**src/rtl/des_key_ctrl.sv**
```systemverilog
// DES key-schedule controller: registers PC-1 of an accepted key, requests the 16 round
// keys from an external generator, buffers the responses and serves encrypt/decrypt reads.
module des_key_ctrl (
  input  logic        clk_in,
  input  logic        rst_n_in,
  input  logic [63:0] key_in,
  input  logic        key_in_valid,
  output logic        key_in_ready,
  output logic [55:0] sub_key_out,
  output logic [3:0]  sub_key_idx_out,
  output logic        sub_key_valid_out,
  input  logic [47:0] round_key_in,
  input  logic        round_key_valid_in,
  input  logic        rd_en_in,
  input  logic [3:0]  rd_round_in,
  input  logic        decrypt_in,
  output logic [47:0] rd_key_out,
  output logic        rd_key_valid_out,
  output logic        keys_ready_out,
  output logic        err_out
);

  typedef enum logic [1:0] {IDLE, ISSUE, DRAIN, READY} state_t;

  state_t      state, state_nxt;
  logic [3:0]  issue_cnt;
  logic [3:0]  resp_cnt;
  logic [2:0]  wd_cnt;
  logic [47:0] key_buf [16];
  logic        accept, in_sched, store, last_store, wd_expire, rd_ok;
  logic [3:0]  rd_idx;

  // key_in[63] is DES bit 1; parity bits (8,16,...,64) are dropped
  function automatic logic [55:0] pc1(input logic [63:0] k);
    return {k[7],  k[15], k[23], k[31], k[39], k[47], k[55], k[63],
            k[6],  k[14], k[22], k[30], k[38], k[46], k[54], k[62],
            k[5],  k[13], k[21], k[29], k[37], k[45], k[53], k[61],
            k[4],  k[12], k[20], k[28],
            k[1],  k[9],  k[17], k[25], k[33], k[41], k[49], k[57],
            k[2],  k[10], k[18], k[26], k[34], k[42], k[50], k[58],
            k[3],  k[11], k[19], k[27], k[35], k[43], k[51], k[59],
            k[36], k[44], k[52], k[60]};
  endfunction

  assign key_in_ready      = (state == IDLE) || (state == READY);
  assign sub_key_valid_out = (state == ISSUE);
  assign keys_ready_out    = (state == READY);
  assign sub_key_idx_out   = issue_cnt;

  assign accept     = key_in_valid && key_in_ready;
  assign in_sched   = (state == ISSUE) || (state == DRAIN);
  assign store      = in_sched && round_key_valid_in;
  assign last_store = store && (resp_cnt == 4'd15);
  // completion on the final watchdog cycle wins over expiry
  assign wd_expire  = (state == DRAIN) && (wd_cnt == 3'd7) && !last_store;
  assign rd_ok      = rd_en_in && (state == READY);
  assign rd_idx     = decrypt_in ? (4'd15 - rd_round_in) : rd_round_in;

  always_ff @(posedge clk_in or negedge rst_n_in) begin
    if (!rst_n_in) state <= IDLE;
    else           state <= state_nxt;
  end

  always_comb begin
    state_nxt = state;
    case (state)
      IDLE:    if (accept) state_nxt = ISSUE;
      ISSUE: begin
        if (last_store)              state_nxt = READY;
        else if (issue_cnt == 4'd15) state_nxt = DRAIN;
      end
      DRAIN: begin
        if (last_store)     state_nxt = READY;
        else if (wd_expire) state_nxt = IDLE;
      end
      READY:   if (accept) state_nxt = ISSUE;
      default: state_nxt = IDLE;
    endcase
  end

  always_ff @(posedge clk_in or negedge rst_n_in) begin
    if (!rst_n_in) begin
      sub_key_out      <= '0;
      issue_cnt        <= '0;
      resp_cnt         <= '0;
      wd_cnt           <= '0;
      rd_key_out       <= '0;
      rd_key_valid_out <= 1'b0;
      err_out          <= 1'b0;
    end else begin
      if (accept) begin
        sub_key_out <= pc1(key_in);
        issue_cnt   <= '0;
        resp_cnt    <= '0;
      end else begin
        if ((state == ISSUE) && (issue_cnt != 4'd15)) issue_cnt <= issue_cnt + 4'd1;
        if (store) resp_cnt <= resp_cnt + 4'd1;
      end
      wd_cnt           <= (state == DRAIN) ? wd_cnt + 3'd1 : '0;
      rd_key_valid_out <= rd_ok;
      if (rd_ok) rd_key_out <= key_buf[rd_idx];
      err_out          <= wd_expire || (rd_en_in && !rd_ok);
    end
  end

  // storage only; contents are meaningless until keys_ready_out
  always_ff @(posedge clk_in) begin
    if (store) key_buf[resp_cnt] <= round_key_in;
  end

endmodule

```
**config.mk**
```make
export PLATFORM = sky130hd
export DESIGN_NAME = des_key_ctrl
export DESIGN_NICKNAME = d
export VERILOG_FILES = /design/src/rtl/des_key_ctrl.sv
export SDC_FILE = /design/constraint.sdc
export NUM_CORES = 1
export LEC_CHECK = 0
export ABC_AREA = 1
export BUFFER_PORTS_ARGS = -buffer_cell sky130_fd_sc_hd__buf_2
export CAP_MARGIN = 30
export CORE_AREA = 2 2 367 369
export DETAILED_ROUTE_END_ITERATION = 16
export DIE_AREA = 0 0 369 371
export PLACE_DENSITY = 0.56
export SYNTH_ARGS = -nofsm -noshare
export SYNTH_HDL_FRONTEND = slang
export SYNTH_SLANG_ARGS = --single-unit
```
**constraint.sdc**
```tcl
create_clock -name clk_in -period 4 [get_ports clk_in]
set_clock_uncertainty 0.15 [all_clocks]
set_input_delay 1 -clock clk_in [delete_from_list [all_inputs] [get_ports clk_in]]
set_output_delay 1 -clock clk_in [all_outputs]
set_load 0.01 [all_outputs]
```
==> impl_metrics.tcl <==
set metrics [dict create \
    status "finished clean" \
    syn-num-nets 3853 \
    grt_pass1_vias 24900 \
    cts_tree "built" \
    core_um2 133000 \
    synth.mux.area_fraction_pct 0 \
    drc 0 \
    hold_class "primary input to asynchronous set/reset pin" \
    finalCritPeriodShare_pct 74.6 \
    final_cell_mix "905 x nand2_1, 869 x nand3_1, 768 x edfxtp_1, 737 x inv_1, 225 x buf_2" \
    synth-compound-area-share_pct 0.232 \
    routedWlPerCell_um 18.2 \
    grt_setup_unrepaired "no" \
    drive_above_1_share_pct 11.8 \
    final_common_cell "nand2_1" \
    first_pass_iters 5 \
    cp_top_family "simple AND/OR/NAND/NOR gates" \
    tns_ns 0 \
    yosys.area.top_type "edfxtp_1" \
    yosysWarnings 0 \
    routed_wl_um 105000 \
    vias_per_cell 4.48 \
    ant_nets 0 \
    vias 25800 \
    cp_num_buf_inv 4 \
    synth-xor-area-share_pct 0.111 \
    overflow 0 \
    setup_violations 0 \
    cp_data_arrival_time_ns 3.19 \
    startpoint_type "flip-flop" \
    dieArea_um2 137000 \
    power_mw 24.5 \
    initial_core_util_pct 28.9 \
    ys_top_cells_by_area "edfxtp_1 60%, nand3_1 11%, nand2_1 8.9%" \
    drtIter0Drc 1876 \
    final_core_util_pct 33.8 \
    clock-root-buffer "clkbuf_16" \
    grt_max_degree 156 \
    antenna_found_initial 21 \
    worstSetupPathType "flip-flop to flip-flop" \
    synth_simple_gate_area_share_pct 21.5 \
    cts_sinks 887 \
    report.final.slew_viol_count 0 \
    syn-instance-count 3721 \
    clkLatencyLatePin_ns 0.70 \
    clock_path_buffers 3 \
    synthesis.area_um2 38300 \
    syn_to_final_growth_pct 17.1 \
    cts.clk_slew.worst_paths_ns 0.06 \
    cts_resized 0 \
    synth_top_area_share_pct 60.1 \
    final_nets 4051 \
    synth_cell_type_count 23 \
    htreeDepth 3 \
    pin_count 235 \
    synth_top_family_by_area "simple AND/OR/NAND/NOR gates" \
    grt_usage_pct 15.1 \
    numCtsBuffers 96 \
    synthAdderAreaFrac_pct 0.326 \
    avgSynthCellArea_um2 10.3 \
    synth.ff_latch_count 887 \
    peakVddDrop_mv 0.895 \
    globalplace.congestion 0.736 \
    yosysSeqAreaShare_pct 67.9 \
    fmax_mhz 335 \
    cpPeakStageDelay_ns 0.59 \
    core.rowCount 134 \
    tightest_slew_ns 0.986 \
    die_h_um 371 \
    hold_buffers 0 \
    grt_pass1_wl_um 157000 \
    hold_viol 0 \
    crit_top_cell "inv_1" \
    crit_path_max_fanout 20 \
    post-dp-hpwl_um 54600 \
    io_buffers 226 \
    p_leak_nw 19.6 \
    worstPathRequired_ns 4.21 \
    relSlewSlack_pct 34.2 \
    worstPathCellList "inv_1, ha_1, inv_1, nand2_1, inv_1, nand2_1, nor2_4, buf_12" \
    cp_slowest_cell "nor2_4" \
    power.density_nw_per_um2 545 \
    end_kind "flip-flop" \
    fin_crit_ns 2.98 \
    drv_cap 0 \
    fp.dieW_um 369 \
    post-cts-setup-buffers 0 \
]
flip-flops by register name (all words and copies together) (netlist names):
signal,flops
resp_cnt,4
wd_cnt,3
rd_key_valid_out,1
err_out,1
rd_key_out,48
state,2
sub_key_idx_out,4
key_buf,768
sub_key_out,56
synth_stat cells, drive strengths merged:
master and n:
nor2 24, nor4 1, buf 156, a22o 1, a21oi 4, nand3b 48, xnor2 3, nor3 1
ha 10, nand3 869, clkbuf 49, edfxtp 768, dfrtp 119, xor2 1, o21ai 12, inv 742
nand2 913
worst paths after layout:
| check | start | endpoint | slack [ns] | cells past startpoint |
|---|---|---|---|---|
| max in group asynchronous | rst_n_in | rd_key_out[23] | 2.84 | 2 |
| setup / recovery | state[0] | key_buf[5][6] | 1.02 | 8 |
| setup reg to reg | state[0] | key_buf[5][6] | 1.02 | 8 |
| hold reg to reg | wd_cnt[0] | wd_cnt[0] | 0.29 | 1 |
| min in group clk_in | wd_cnt[0] | wd_cnt[0] | 0.29 | 1 |
| hold / removal | rst_n_in | rd_key_out[36] | 0.18 | 1 |
metrics by stage:
step	setup WS [ns]	hold WS, ns	area, um^2	instances
2_1_floorplan	0.0338	0.260	38300	3721
4_1_cts	0.979	0.138	44900	5763
6_report	1.02	0.178	44900	5765
3_5_place_dp	0.735	0.283	41800	5589
5_1_grt	0.754	0.187	44900	5764
3_3_place_gp	0.746	0.276	41800	5589
power breakdown:
group,switching [mW],internal [mW]
Combinational,2.98,1.34
Clock,3.72,5.02
Sequential,0.360,11.1
Total,7.06,17.4
cell type report:
class                      instances  area [um^2]
fill                           13200        87900
sequential                       887        26000
multi-input combinational       1887         8710
inverter                         742         2790
clock buffer                     119         2530
tap                             1768         2210
timing repair buffer             305         2060
clock inverter                    55          564
antenna                            2         5.00
worst reg2reg max path, cell delays in order (launching register included):
cell and delay, ns:
dfrtp_1 0.37, inv_1 0.06, ha_1 0.35, inv_1 0.10, nand2_1 0.19, inv_1 0.22
nand2_1 0.28, nor2_4 0.59, buf_12 0.30
per-layer routing:
layer | wire, um | part of all wire, % | vias to the layer above | track usage, %
li1 | - | - | 12500 | -
met2 | 50200 | 48 | 713 | 25.4
met1 | 45300 | 43 | 12400 | 19.6
met3 | 5770 | 5.5 | 208 | 2.60
met4 | 3320 | 3.2 | 22 | 5.58
met5 | 126 | 0.12 | - | 0
cell families after synthesis:
kind of cell,count (synthesis)
buffers and inverters,947
flip-flops,887
AO/OA/AOI/OAI,17
AND/OR/NAND/NOR,1856
adder cells (fa/ha/maj),10
XOR/XNOR,4
No activity file was read; power rests on OpenSTA's default activity.
